File: config.mk
export PLATFORM = sky130hd
export DESIGN_NAME = uart_rx_mid
export DESIGN_NICKNAME = d
export VERILOG_FILES = /design/src/rtl/uart_rx_mid.sv
export SDC_FILE = /design/constraint.sdc
export NUM_CORES = 1
export LEC_CHECK = 0
export CAP_MARGIN = 10
export CORE_UTILIZATION = 57
export CTS_CLUSTER_DIAMETER = 40
export DETAILED_ROUTE_END_ITERATION = 12
export PLACE_DENSITY = 0.78
export RECOVER_POWER = 50
export SLEW_MARGIN = 20
export SYNTH_ARGS = -nofsm -noshare
export SYNTH_HDL_FRONTEND = slang
export SYNTH_SLANG_ARGS = --single-unit
File: constraint.sdc
create_clock -name sys_clk -period 2.55 [get_ports sys_clk]
set_input_delay 0.3825 -clock sys_clk [delete_from_list [all_inputs] [get_ports sys_clk]]
set_output_delay 0.3825 -clock sys_clk [all_outputs]
set_load 0.005 [all_outputs]
File: src/rtl/uart_rx_mid.sv
// 8N1 UART receiver: three-flop synchroniser, mid-bit sampling, one-cycle
// po_flag on a good frame and one-cycle frame_err when the stop bit reads 0.
module uart_rx_mid #(
    parameter int unsigned CLK_FREQ = 50_000_000,
    parameter int unsigned UART_BPS = 9600
) (
    input  logic       sys_clk,
    input  logic       sys_rst,
    input  logic       rx,
    output logic [7:0] po_data,
    output logic       po_flag,
    output logic       frame_err,
    output logic       busy
);

    localparam int unsigned       BAUD_CNT_MAX = CLK_FREQ / UART_BPS;
    localparam int unsigned       CNT_W        = $clog2(BAUD_CNT_MAX);
    localparam logic [CNT_W-1:0]  CNT_LAST     = CNT_W'(BAUD_CNT_MAX - 1);
    localparam logic [CNT_W-1:0]  SAMPLE_PT    = CNT_W'(BAUD_CNT_MAX / 2 - 1);

    typedef enum logic [1:0] {
        IDLE,
        START,
        DATA,
        STOP
    } state_t;

    state_t           r_state;
    logic             r_rx_s1;
    logic             r_rx_s2;
    logic             r_rx_s3;
    logic [CNT_W-1:0] r_baud_cnt;
    logic [2:0]       r_bit_cnt;
    logic [7:0]       r_shift;
    logic             w_start_edge;
    logic             w_sample;

    assign w_start_edge = r_rx_s3 & ~r_rx_s2;
    assign w_sample     = (r_baud_cnt == SAMPLE_PT);

    // Synchroniser resets to the idle level so release never looks like a start edge.
    always_ff @(posedge sys_clk or posedge sys_rst) begin
        if (sys_rst) begin
            r_rx_s1 <= 1'b1;
            r_rx_s2 <= 1'b1;
            r_rx_s3 <= 1'b1;
        end else begin
            r_rx_s1 <= rx;
            r_rx_s2 <= r_rx_s1;
            r_rx_s3 <= r_rx_s2;
        end
    end

    always_ff @(posedge sys_clk or posedge sys_rst) begin
        if (sys_rst) begin
            r_state    <= IDLE;
            r_baud_cnt <= '0;
            r_bit_cnt  <= '0;
            r_shift    <= '0;
            po_data    <= '0;
            po_flag    <= 1'b0;
            frame_err  <= 1'b0;
            busy       <= 1'b0;
        end else begin
            po_flag   <= 1'b0;
            frame_err <= 1'b0;

            if (r_state == IDLE || r_baud_cnt == CNT_LAST) begin
                r_baud_cnt <= '0;
            end else begin
                r_baud_cnt <= r_baud_cnt + 1'b1;
            end

            unique case (r_state)
                IDLE: begin
                    if (w_start_edge) begin
                        r_state <= START;
                        busy    <= 1'b1;
                    end
                end
                START: begin
                    if (w_sample) begin
                        if (r_rx_s2) begin
                            r_state <= IDLE;
                            busy    <= 1'b0;
                        end else begin
                            r_state   <= DATA;
                            r_bit_cnt <= '0;
                        end
                    end
                end
                DATA: begin
                    if (w_sample) begin
                        r_shift <= {r_rx_s2, r_shift[7:1]};
                        if (r_bit_cnt == 3'd7) begin
                            r_state <= STOP;
                        end else begin
                            r_bit_cnt <= r_bit_cnt + 1'b1;
                        end
                    end
                end
                STOP: begin
                    // Leave at mid stop bit so a start edge half a bit later is caught.
                    if (w_sample) begin
                        if (r_rx_s2) begin
                            po_data <= r_shift;
                            po_flag <= 1'b1;
                        end else begin
                            frame_err <= 1'b1;
                        end
                        r_state <= IDLE;
                        busy    <= 1'b0;
                    end
                end
                default: begin
                    r_state <= IDLE;
                    busy    <= 1'b0;
                end
            endcase
        end
    end

endmodule

### After elaboration in Yosys (flattened, before gate mapping)

Cells that the tools add are included.

| storage, ports and cells | value |
|---|---|
| register bits | 40 |
| output and inout bits | 11 |

| cells by class | value |
|---|---|
| $add $sub $neg | 2 |
| equal/unequal tests | 14 |
| multiplexer cells | 24 |
| bitwise logic cells | 2 |
| reduce and logical (&&, ||, !) cells | 9 |

Operators by type and width:

| operator | number |
|---|---|
| $ne 2x2->1 const B | 8 |
| $reduce_and 5->1 | 3 |
| $add 13x1->13 const B | 1 |
| $eq 13x12->1 const B | 1 |
| $eq 13x13->1 const B | 1 |
| $mux 13 | 1 |
| $mux 2 | 6 |
| $mux 3 | 4 |
| $mux 1 | 10 |
| $pmux 2 s4 | 1 |
| $pmux 3 s2 | 1 |
| $eq 2x2->1 const B | 2 |
| $add 3x1->3 const B | 1 |
| $eq 3x3->1 const B | 1 |
| $pmux 1 s3 | 1 |
| $reduce_and 3->1 | 1 |
| $reduce_bool 3->1 | 1 |
| $eq 2x1->1 const B | 1 |
| $logic_not 2->1 | 1 |
| $reduce_and 2->1 | 1 |
| $reduce_bool 2->1 | 1 |
| $and 1x1->1 | 1 |
| $logic_or 1x1->1 | 1 |
| $not 1->1 | 1 |

### Depth between registers and ports, before layout

| depth | value |
|---|---|
| depth after elaboration | 4 |
| depth in mapped cells | 7 |

### Least setup slack after synthesis

Ideal clock, no wire load.

| timing path | value |
|---|---|
| kind | register to register |
| from | register r_baud_cnt[0] |
| to | register po_data[0] |
| library setup time | 0.125 ns |
| arrival time | 1.747 ns |
| data required time | 2.425 ns |
| setup slack | 0.678 ns |
| cell stages (with the launch flop) | 8 |
| buffers on the path | 2 |
| clock period less this slack | 1.872 ns |
| path through | dfrtp_1 -> ha_1 -> and3_1 -> and4_1 -> buf_6 -> and3_4 -> buf_6 -> mux2_4 |

| on the way | value |
|---|---|
| longest elaborated chain between the ends | 2 |

RTL lines:

| item | RTL line | RTL |
|---|---|---|
| from (decl) | 32 | `logic [CNT_W-1:0] r_baud_cnt;` |
| from (signal assigned) | 71 | `r_baud_cnt <= r_baud_cnt + 1'b1;` |
| $eq 13x12->1 | 39 | `assign w_sample = (r_baud_cnt == SAMPLE_PT);` |
| $reduce_and 3->1 (no line) | - |  |
| to (signal assigned) | 106 | `po_data <= r_shift;` |
| to (decl) | 10 | `output logic [7:0] po_data,` |

No other way between the ends.
A chain may end at the register's enable or synchronous reset.

### Worst setup path in the final report

| timing path | value |
|---|---|
| from | register r_baud_cnt[0] |
| to | register po_data[1] |

The elaborated chain is that of the path after synthesis.

==> results.tsv <==
stage	metric	value	unit
run_status	run_status	complete, no violations	
logic_synthesis	synth.yosys.warnings	0	
logic_synthesis	synth_area_per_cell	11.9	um^2
global_routing	antenna_found_initial	0	
timing	setup_viol	0	
placement	globalplace.congestion	0.918	
clock_tree	number_of_clock_sinks_seen_by_cts	40	
drt	detail_route.drc_violations	0	
floorplan	i_o_pins	14	
drt	via_per_inst	5.50	
logic_synthesis	synth_cell_types	36	
setup_path	setup.reg_to_reg.worst_slack	0.60	ns
logic_synthesis	yosys_register_bits	40	
setup_path	sort_of_element_at_the_start_of_the_critical_path	flip-flop	
timing	achievable-frequency	512	MHz
timing	slew_headroom	37.2	%
global_routing	number_of_global_route_vias_before_repair	1212	
floorplan	floorplan.initialDensity	60.6	%
drt	num_vias	1205	
setup_path	crit_family	simple AND/OR/NAND/NOR gates	
power_and_ir_drop	share_seq_of_total_power	53.4	%
final_layout	syn2layout_area_growth	12.6	%
timing	fin_hold_ws	0.371	ns
power_and_ir_drop	power.ir.vdd_worst	0.335	mV
floorplan	die_w	59.2	um
timing	final_period_minus_worst_setup_slack	1.95	ns
power_and_ir_drop	pwr-share-clk	30.1	%
hold_path	worst_hold_endpoint	r_rx_s2	
power_and_ir_drop	comb_power_share	16.6	%
clock_tree	cts_inserted_buffers	5	
clock_tree	cts_tree	built	
drt	drt-pass1-iter-count	4	
power_and_ir_drop	power_density	634	nW/um^2
timing	timing_worst_slew_pin_value	0.942	ns
global_routing	grt_usage	19.9	%
hold_path	timing.hold.worst.class	reg2reg	
setup_path	r2r-start	r_baud_cnt[0]	
setup_path	setup.worst_path.end_class	flip-flop	
clock_tree	postCtsSetupBuffers	0	
drt	route.final.wire_length	3050	um
logic_synthesis	syn_nets	167	
logic_synthesis	synthCells	157	
clock_tree	holdBufCountCts	0	
drt	wl_per_cell	13.9	um
clock_tree	cts_repair_resized_insts	0	
final_layout	final_common_cell	dfrtp_1	
final_layout	antenna-diode-count	0	
timing	rsz0062_at_grt	no	
hold_path	hold_depth	0	
logic_synthesis	post_synthesis_cell_area	1860	um^2
hold_path	hold_crit_start	r_rx_s1	
setup_path	worst_r2r_path_depth	5	
global_routing	globalRoute.totalOverflow	0	
timing	timing_max_transition_violations_final	0	
floorplan	die_area	3500	um^2
power_and_ir_drop	cellInternalPower	962	uW
setup_path	worst_endpoint_required_time	2.79	ns
placement	dp.final_hpwl	2240	um
setup_path	crit_chain	ha_1 -> and3_1 -> and4_1 -> and3_4 -> mux2_4	
final_layout	post_route_cells_drive_above_1_share	17.7	%
timing	hold_violations	0	
drt	antenna_violating_nets_post_route	0	
final_layout	most-common-layout-cells	37 x dfrtp_1, 17 x nor2_1, 11 x clkdlybuf4s50_1	
job	max-cap-violations	0	
placement	port_buffers	13	
power_and_ir_drop	switchingPower	368	uW
clock_tree	insertion_delay	0.34	ns
clock_tree	clk_pin_slew	0.11	ns
logic_synthesis	post-synth-top-area-fraction	49.7	%
logic_synthesis	synth_top_cell_by_area	dfrtp_1	
logic_synthesis	synth.area.top_cells	dfrtp_1 50%, mux2_4 6.4%, mux2_2 4.8%, ha_1 4.7%, dfstp_2 4.2%	
final_layout	design.final.nets	184	
timing	skew	0.0150	ns
logic_synthesis	synth_seq_area_share	53.9	%
power_and_ir_drop	cellLeakagePower	0.000943	uW
global_routing	global_route_wire_length_before_repair	5080	um
setup_path	cp_max_fo	9	
drt	detail_route.iter0.violations	46	
setup_path	setup.worst_path.class	reg2reg	
setup_path	arrival	2.19	ns
clock_tree	clk_root_buffer_cell	clkbuf_4	
clock_tree	clk_path_buf_depth	2	
floorplan	die_height	59.2	um
timing	final.setup.tns	0	ns
setup_path	crit-reg2reg-capture	po_data[1]	
setup_path	critPathSlowestCell	dfrtp_1	
setup_path	max_stage_delay	0.42	ns
clock_tree	ctsHtreeMaxLevel	2	
power_and_ir_drop	switching_power_as_a_share_of_total_power	27.7	%
timing	period_share	76.6	%
global_routing	grt_max_degree	41	
floorplan	design.core.area	3080	um^2
floorplan	placementRows	20	
setup_path	cp_num_buf_inv	0	
==> how the worst max path moves through the flow <==
stage / from / to / slack (ns) / cells past startpoint
finish: r_baud_cnt[0] / po_data[1] / 0.60 / 5
global route: r_baud_cnt[0] / po_data[1] / 0.53 / 5
CTS: r_baud_cnt[0] / po_data[1] / 0.61 / 5
detailed placement: r_baud_cnt[0] / po_data[1] / 0.62 / 5
global placement: r_baud_cnt[0] / po_data[0] / 0.66 / 5
floorplan: r_baud_cnt[0] / po_data[0] / 0.68 / 7
==> cell type report <==
type | instances | area, um^2
Multi-Input combinational cell | 107 | 805
Tap cell | 44 | 55.1
Clock buffer | 6 | 41.3
Fill cell | 237 | 980
Sequential cell | 40 | 1000
Timing Repair Buffer | 14 | 135
Inverter | 6 | 22.5
Clock inverter | 2 | 35.0
==> registers in the layout, indices dropped and copies added (netlist names), 3 cells and up, named ones only <==
name and flops:
r_baud_cnt 13, po_data 8, r_shift 8, r_bit_cnt 3
==> power by group through the flow <==
stage          clock network, uW  registers [uW]  logic [uW]
2_1_floorplan                  0             709         179
3_3_place_gp                   0             720         212
4_1_cts                      411             710         221
3_5_place_dp                   0             722         221
6_report                     400             710         220
5_1_grt                      439             715         252
==> synth_stat cells <==
cell type	number
nand2_2	1
dfstp_2	3
nor2b_1	2
and4b_2	1
dfrtp_1	37
a211oi_1	1
inv_1	6
and4bb_1	1
nor2_1	17
nand3_1	8
a21o_1	1
and3_4	1
nand2b_1	1
xnor2_1	8
nor3_1	4
nand2_1	7
and3_1	1
nor3b_1	2
a22o_1	2
o21ai_0	5
a21oi_1	2
or3_2	1
xor2_1	3
mux2_4	8
nand4_1	3
a211o_1	1
or3_1	2
and4_1	1
mux2_2	8
nand3b_1	1
a22oi_1	1
nor4_1	5
ha_1	7
buf_6	2
a31o_2	1
buf_2	2
==> layer usage <==
metal,vias up,GRT usage (%),wire [um]
met4,0,9.86,75
met2,28,35.3,1540
li1,583,-,-
met3,9,6.33,114
met1,585,21.2,1320
met5,-,0,0
==> kinds of logic (layout without fill, tap and decap cells) <==
logic type	after synthesis	count (layout)	share of synthesized area, %
compound gates	14	14	4.97
xor+xnor	11	11	5.17
flops	40	40	53.9
fa+ha+maj	7	7	4.70
mux	16	16	11.3
buf+inv	10	28	2.95
simple gates	59	59	17.0
==> per-stage QoR <==
| stage | instances | setup WS [ns] | utilization (%) | instance area [um^2] | power, uW |
|---|---|---|---|---|---|
| 6_report | 219 | 0.597 | 68.2 | 2100 | 1330 |
| 5_1_grt | 219 | 0.525 | 68.2 | 2100 | 1410 |
| 4_1_cts | 219 | 0.607 | 68.3 | 2100 | 1340 |
| 3_5_place_dp | 211 | 0.616 | 65.8 | 2020 | 943 |
| 3_3_place_gp | 211 | 0.661 | 65.8 | 2020 | 932 |
| 2_1_floorplan | 157 | 0.678 | - | 1860 | 888 |
==> worst reg2reg max path: stages, from the launching register on <==
cell and delay [ns]:
dfrtp_1 0.42, ha_1 0.27, and3_1 0.22, and4_1 0.31
and3_4 0.32, mux2_4 0.32
(Power assumes the default switching activity.)
